<file path="config.mk">
export PLATFORM = sky130hd
export DESIGN_NAME = fetch_unit
export DESIGN_NICKNAME = d
export VERILOG_FILES = /design/src/rtl/fetch_unit_pkg.sv /design/src/rtl/fetch_unit_skid_buffer.sv /design/src/rtl/fetch_unit.sv
export SDC_FILE = /design/constraint.sdc
export NUM_CORES = 1
export LEC_CHECK = 0
export CAP_MARGIN = 30
export CORE_ASPECT_RATIO = 0.8
export CORE_UTILIZATION = 50
export DETAILED_ROUTE_END_ITERATION = 16
export GPL_ROUTABILITY_DRIVEN = 0
export PLACE_DENSITY = 0.85
export SLEW_MARGIN = 10
export SYNTH_ARGS = -nofsm -noshare
export SYNTH_HDL_FRONTEND = slang
export SYNTH_HIERARCHICAL = 1
export SYNTH_SLANG_ARGS = --single-unit
</file>
<file path="constraint.sdc">
create_clock -name clk -period 5.6 [get_ports clk]
set_input_delay 1.68 -clock clk [delete_from_list [all_inputs] [get_ports clk]]
set_output_delay 1.68 -clock clk [all_outputs]
set_load 0.01 [all_outputs]
</file>
<file path="src/rtl/fetch_unit_pkg.sv">
// Shared IF-stage types: IF_ID pipeline register payload, fetch FSM states, bubble word.
package pipeline_stage_registers;

  localparam int unsigned XLEN = 32;
  localparam logic [XLEN-1:0] NOP_INST = 32'h0000_0013;
  localparam logic [XLEN-1:0] PC_STEP  = 32'd4;

  typedef struct packed {
    logic [XLEN-1:0] fetched_inst;
    logic [XLEN-1:0] pc;
    logic            do_not_execute;
  } IF_ID;

  typedef enum logic [2:0] {
    FETCH,
    WAIT,
    HOLD,
    DRAIN,
    FAULT
  } fetch_state_t;

  function automatic IF_ID make_if_id(input logic [XLEN-1:0] inst,
                                      input logic [XLEN-1:0] pc,
                                      input logic            dne);
    IF_ID v;
    v.fetched_inst   = inst;
    v.pc             = pc;
    v.do_not_execute = dne;
    return v;
  endfunction

endpackage

</file>
<file path="src/rtl/fetch_unit_skid_buffer.sv">
// Single-entry {inst, pc} holding slot for a response that arrived while decode was stalled.
module fetch_skid_buffer
  import pipeline_stage_registers::*;
(
  input  logic            i_clk,
  input  logic            i_reset,
  input  logic            i_load,
  input  logic            i_pop,
  input  logic            i_clear,
  input  logic [XLEN-1:0] i_inst,
  input  logic [XLEN-1:0] i_pc,
  output logic            o_full,
  output logic [XLEN-1:0] o_inst,
  output logic [XLEN-1:0] o_pc
);

  logic            r_full;
  logic [XLEN-1:0] r_inst;
  logic [XLEN-1:0] r_pc;

  // Clear (redirect) wins over load so a squashed response never lingers.
  always_ff @(posedge i_clk) begin
    if (i_reset) begin
      r_full <= 1'b0;
      r_inst <= '0;
      r_pc   <= '0;
    end else if (i_clear) begin
      r_full <= 1'b0;
    end else if (i_load) begin
      r_full <= 1'b1;
      r_inst <= i_inst;
      r_pc   <= i_pc;
    end else if (i_pop) begin
      r_full <= 1'b0;
    end
  end

  assign o_full = r_full;
  assign o_inst = r_inst;
  assign o_pc   = r_pc;

endmodule

</file>
<file path="src/rtl/fetch_unit.sv">
// Instruction-fetch stage: PC, single-outstanding imem handshake, IF_ID register to decode.
module fetch_unit #(
  parameter logic [31:0] RESET_PC = 32'h0000_0000,
  parameter logic [31:0] NOP_INST = pipeline_stage_registers::NOP_INST
) (
  input  logic                            clk,
  input  logic                            reset,
  input  logic                            stall,
  input  logic                            redirect_valid,
  input  logic [31:0]                     redirect_pc,
  output logic                            imem_req_valid,
  output logic [31:0]                     imem_req_addr,
  input  logic                            imem_req_ready,
  input  logic                            imem_resp_valid,
  input  logic [31:0]                     imem_resp_data,
  output pipeline_stage_registers::IF_ID  if_id_reg,
  output logic                            fetch_fault
);

  import pipeline_stage_registers::*;

  fetch_state_t    r_state;
  logic [XLEN-1:0] r_pc;
  logic [XLEN-1:0] r_req_pc;
  IF_ID            r_if_id;
  logic            r_fault;

  logic            w_req_fire;
  logic            w_misaligned;
  fetch_state_t    w_redirect_state;
  IF_ID            w_bubble;
  logic            w_skid_load;
  logic            w_skid_pop;
  logic            w_skid_full;
  logic [XLEN-1:0] w_skid_inst;
  logic [XLEN-1:0] w_skid_pc;

  assign imem_req_valid   = (r_state == FETCH) && !redirect_valid && !reset;
  assign imem_req_addr    = r_pc;
  assign w_req_fire       = imem_req_valid && imem_req_ready;
  assign w_misaligned     = (redirect_pc[1:0] != 2'b00);
  assign w_redirect_state = w_misaligned ? FAULT : FETCH;
  assign w_bubble         = make_if_id(NOP_INST, r_pc, 1'b1);

  // Skid traffic only happens on the non-redirect path; redirect clears it instead.
  assign w_skid_load = !reset && !redirect_valid && (r_state == WAIT) && imem_resp_valid && stall;
  assign w_skid_pop  = !reset && !redirect_valid && (r_state == HOLD) && !stall;

  fetch_skid_buffer u_skid (
    .i_clk   (clk),
    .i_reset (reset),
    .i_load  (w_skid_load),
    .i_pop   (w_skid_pop),
    .i_clear (redirect_valid),
    .i_inst  (imem_resp_data),
    .i_pc    (r_req_pc),
    .o_full  (w_skid_full),
    .o_inst  (w_skid_inst),
    .o_pc    (w_skid_pc)
  );

  always_ff @(posedge clk) begin
    if (reset) begin
      r_state  <= FETCH;
      r_pc     <= RESET_PC;
      r_req_pc <= RESET_PC;
      r_if_id  <= make_if_id(NOP_INST, '0, 1'b1);
      r_fault  <= 1'b0;
    end else if (redirect_valid) begin
      // Redirect overrides stall; an outstanding request must still be drained.
      r_if_id <= w_bubble;
      r_pc    <= redirect_pc;
      r_fault <= w_misaligned;
      unique case (r_state)
        WAIT, DRAIN: r_state <= imem_resp_valid ? w_redirect_state : DRAIN;
        default:     r_state <= w_redirect_state;
      endcase
    end else begin
      unique case (r_state)
        FETCH: begin
          if (!stall) r_if_id <= w_bubble;
          if (w_req_fire) begin
            r_req_pc <= r_pc;
            r_state  <= WAIT;
          end
        end
        WAIT: begin
          if (imem_resp_valid) begin
            r_pc <= r_req_pc + PC_STEP;
            if (stall) begin
              r_state <= HOLD;
            end else begin
              r_if_id <= make_if_id(imem_resp_data, r_req_pc, 1'b0);
              r_state <= FETCH;
            end
          end else if (!stall) begin
            r_if_id <= w_bubble;
          end
        end
        HOLD: begin
          if (!stall) begin
            r_if_id <= w_skid_full ? make_if_id(w_skid_inst, w_skid_pc, 1'b0) : w_bubble;
            r_state <= FETCH;
          end
        end
        DRAIN: begin
          if (!stall) r_if_id <= w_bubble;
          if (imem_resp_valid) r_state <= r_fault ? FAULT : FETCH;
        end
        FAULT: begin
          if (!stall) r_if_id <= w_bubble;
        end
        default: r_state <= FETCH;
      endcase
    end
  end

  assign if_id_reg   = r_if_id;
  assign fetch_fault = r_fault;

endmodule
</file>
# Yosys cells after proc, flatten, opt, wreduce, memory -nomap -nowiden
# Index checks and enable logic that the tools add are counted.
# totals
register_bits	198
latchBits	0
ramBits	0
mem_bits_ro	0
input_bits	70
output_inout_bits	99
elab_cells	75
memories	0
# op_classes
n_addsub	1
n_mul	0
div_mod_pow	0
order_cmp	0
n_eq_ne	12
shifts	0
mux	23
bitwise_logic	1
n_reduce_logical	28
# op_table
op	n
$mux 65	5
$pmux 65 s3	1
$mux 32	3
$mux 33	1
$add 32x3->32 const B	1
$mux 3	9
$ne 3x3->1 const B	5
$pmux 3 s5	1
$logic_and 1x1->1	9
$reduce_and 3->1	3
$reduce_bool 2->1	4
$eq 3x2->1 const B	2
$reduce_and 5->1	1
$ne 2x2->1 const B	2
$ne 4x4->1 const B	1
$reduce_and 2->1	2
$reduce_bool 4->1	1
$reduce_or 2->1	2
$eq 3x1->1 const B	1
$eq 3x3->1 const B	1
$logic_not 1->1	3
$logic_not 3->1	1
$reduce_bool 3->1	1
$reduce_or 3->1	1
other kinds (3)	4

# Depth between registers and ports, before layout
# logic_depth
word_depth	7
ltp_mapped	10
depth_no_buf	6

# By module
# Netlist, hierarchy kept.
# modules_own_cells
module	instances	cells_each	area_each_um2	seq_area_each_um2
fetch_unit	1	840	6697.7	2662.6
fetch_skid_buffer	1	296	3268.1	1301.2

# Worst setup path before layout
# No wires, ideal clock.
# synth_timing
kind	in2out
start	input redirect_valid
end	output imem_req_valid
arrival_ns	2.644
t_required_ns	3.920
slack_ns	1.276
cell_stages	4
path_buffers	2
path_cell_list	clkbuf_1 or2_2 clkbuf_1 nor4_1
# synth_between
elab_chain_cells	3
# synth_lines
item	line	rtl
start: declaration	fetch_unit.sv:9	input logic redirect_valid,
$logic_not 1->1	fetch_unit.sv:38	assign imem_req_valid = (r_state == FETCH) && !redirect_valid && !reset;
$logic_and 1x1->1 (2 in series)	fetch_unit.sv:38	
end: declaration	fetch_unit.sv:11	output logic imem_req_valid,
# No other way between the ends.

# Worst setup path in the final report
# Same ends and word-level chain as after synthesis.

==> metrics <==
CTS root buffer=clkbuf_16; Finished Layout Cells=1504; first-pass GRT wire length=44800 um; Core Rows=45; total core area=0.0193 sq mm; Critical Path Start=redirect_valid; Synth Flop Type=dfxtp_1; Netlist cell types=58; top cells by area, synth=dfxtp_1 (40%), nand4bb_1 (7.3%), nand2b_1 (6.1%), o21ai_2 (5.3%), a22oi_1 (4.6%); DR DRC count=0; Post-CTS Setup Bufs=0; fill count=1601; placed insts=1471; worst clock skew=8.27 ps; Syn. warnings=6; Die ar.=between 0.02 and 0.025 sq mm; antenna viol nets, final=0; Final min period=around 4800 ps; asr flop ratio synth=0%; worst vdd ir=0.000186 V; synthesis-to-finish area growth=22.2%; Final period util=85.2%; final wirelength=27700 um; max_slew headroom=38.6%; Ports=169; area of the multi-input gates=approximately 0.0054 sq mm; cts hold-fix bufs=0; max-slew violations=0; Final Setup Violations=0; Max Cap Viol=0; clock latency on the worst-skew pair=440 ps; pin count of the biggest net entering global routing=111; syn_nets=1207; critical path data required time=3920 ps; Starting Density=51.8%; detailed placement HPWL=17200 um; Reg2Reg Launch Point=r_state[2]; mapped cell area=0.00997 sq mm; Leakage=4.19 nW; final instance area=about 0.012 sq mm; Die H=about 130 um; clock-pin slew on the worst setup and hold paths=70 ps; crit end category=output pin; post-synth top area share=39.8%; status=finished, final reports clean; initial antenna violation count=0; RSZ-0062 raised after global routing=false; drt pass-1 iters=5; CTS tree=done; post-synthesis sequential area ratio=39.8%; Yosys top cell by area=dfxtp_1; nets=between 1000 and 1500; critical path fanouts, max=2; placed cell areas=0.0116 sq mm; Final Hold Fails=0; Die W=approximately 160 um; synthesis-stage register bit count=198; Avg Cell Area, Syn=roughly 8.8 sq um; Data arrival, critical path=3090 ps; cts bufs inserted=17; Critical Path Source Type=primary input; met1 usage=~36%; Hold Path Class=flip-flop to flip-flop; register area=slightly below 0.004 sq mm; initial DRC count=810; critical path type=primary input to output pin; max FFs per register=65; Via-to-Cell Ratio=6.06; GRT overflow=0; Cells after Synth=1136; clock sink count=198; PortBufs=168; worst slew pin tran=920 ps; GRT busiest layer=met2; CTS Buffer Depth=2; vias=9111; share of cells above drive strength 1=11.2%; Post-synth EDFFs=0; min-delay src=u_skid/o_inst[29]; PD cells=approximately 250 mW/mm^2; # resized after CTS=0; number of global-route vias before repair=8756; setup_tns=0 ps; Fmax=0.210 GHz; gr usage total=between 20% and 30%; Global Route met3 Usage=6.02%; H-tree levels=4; met2 usage=a little over two fifths; Avg WL per Cell=between 15 and 20 um
## cell usage in the layout, fill, tap and decap left out, drive strengths merged, types with 2 or more instances in the layout
master and n:
nand2b 97, a22oi 61, and2 3, a2bb2oi 30, a211oi 2, a21o 3
o22ai 21, clkinvlp 5, o21ai 131, nor3 11, xor2 8, bufinv 2
o21a 2, a221oi 5, nor2b 4, o31ai 4, nor2 94, clkinv 2
nor4 5, nand4 6, and4 3, xnor2 19, and3 25, clkdlybuf4s50 165
clkbuf 19, a31o 2, a221o 32, dfxtp 198, nand2 122, a21oi 31
nand4bb 65, or2 2, nand3 13, buf 26, inv 12
## critical path, cell delays in order
cell and delay [ps]:
buf_4 110, or2_2 340, nor4_1 330, clkdlybuf4s50_1 630
## power breakdown
| part | internal [W] | total, W | switching, W |
|---|---|---|---|
| clock network | 0.000676 | 0.00125 | 0.000571 |
| logic | 0.000159 | 0.000310 | 0.000151 |
| registers | 0.00144 | 0.00147 | 0.0000362 |
## cell families after synthesis
family,synth area share [%]
and+or+nand+nor,26.8
AOI/OAI and AO/OA,24.4
DFF,39.8
buffers and inverters,6.28
xor gates and xnor gates,2.37
muxes,0.213
adders and majority gates,0.126
## stage by stage
| stage | util (%) | hold WS, ps | total power [W] | setup slack (ps) |
|---|---|---|---|---|
| after floorplan | - | 442 | 0.00166 | 1280 |
| after global placement | 60.0 | 455 | 0.00180 | 794 |
| after detailed placement | 60.2 | 460 | 0.00181 | 827 |
| after CTS | 63.2 | 471 | 0.00303 | 827 |
| after global routing | 63.2 | 490 | 0.00312 | 822 |
| final | 63.2 | 472 | 0.00303 | 831 |
## area by class of cell
cell class / instances / area share (%)
diodes: 1 / 0.0206
clock buffers: 19 / 3.64
clock inverters: 13 / 1.19
inverters: 8 / 0.247
multi-input cells: 816 / 44.4
flip-flops and latches: 198 / 32.6
well taps: 258 / 2.65
repair buffers: 191 / 15.3
## per-layer routing
| layer | wire length (um) | vias to the layer above |
|---|---|---|
| li1 | - | 4293 |
| met1 | 12600 | 4421 |
| met2 | 12500 | 357 |
| met3 | 2100 | 40 |
| met4 | 506 | 0 |
| met5 | 0 | - |
## final timing paths
kind / end / cells past startpoint / slack (ps)
worst min-delay path: u_skid/o_inst[29] / 2 / 470
worst max register to register: u_skid/o_pc[0] / 6 / 2940
worst max-delay path: imem_req_valid / 4 / 830
worst min register to register: u_skid/o_inst[29] / 2 / 470
## Yosys cell counts, types with 13 or more instances
cell,number
nand2_1,122
and3_1,25
a2bb2oi_1,30
xnor2_1,19
a22oi_1,61
o21ai_0,66
a21oi_1,30
nor2_1,94
nand2b_1,97
a221o_1,32
nand4bb_1,65
o22ai_1,21
clkbuf_1,63
nand3_1,13
dfxtp_1,198
o21ai_2,60
buf_2,32
(Power assumes the default switching activity.)
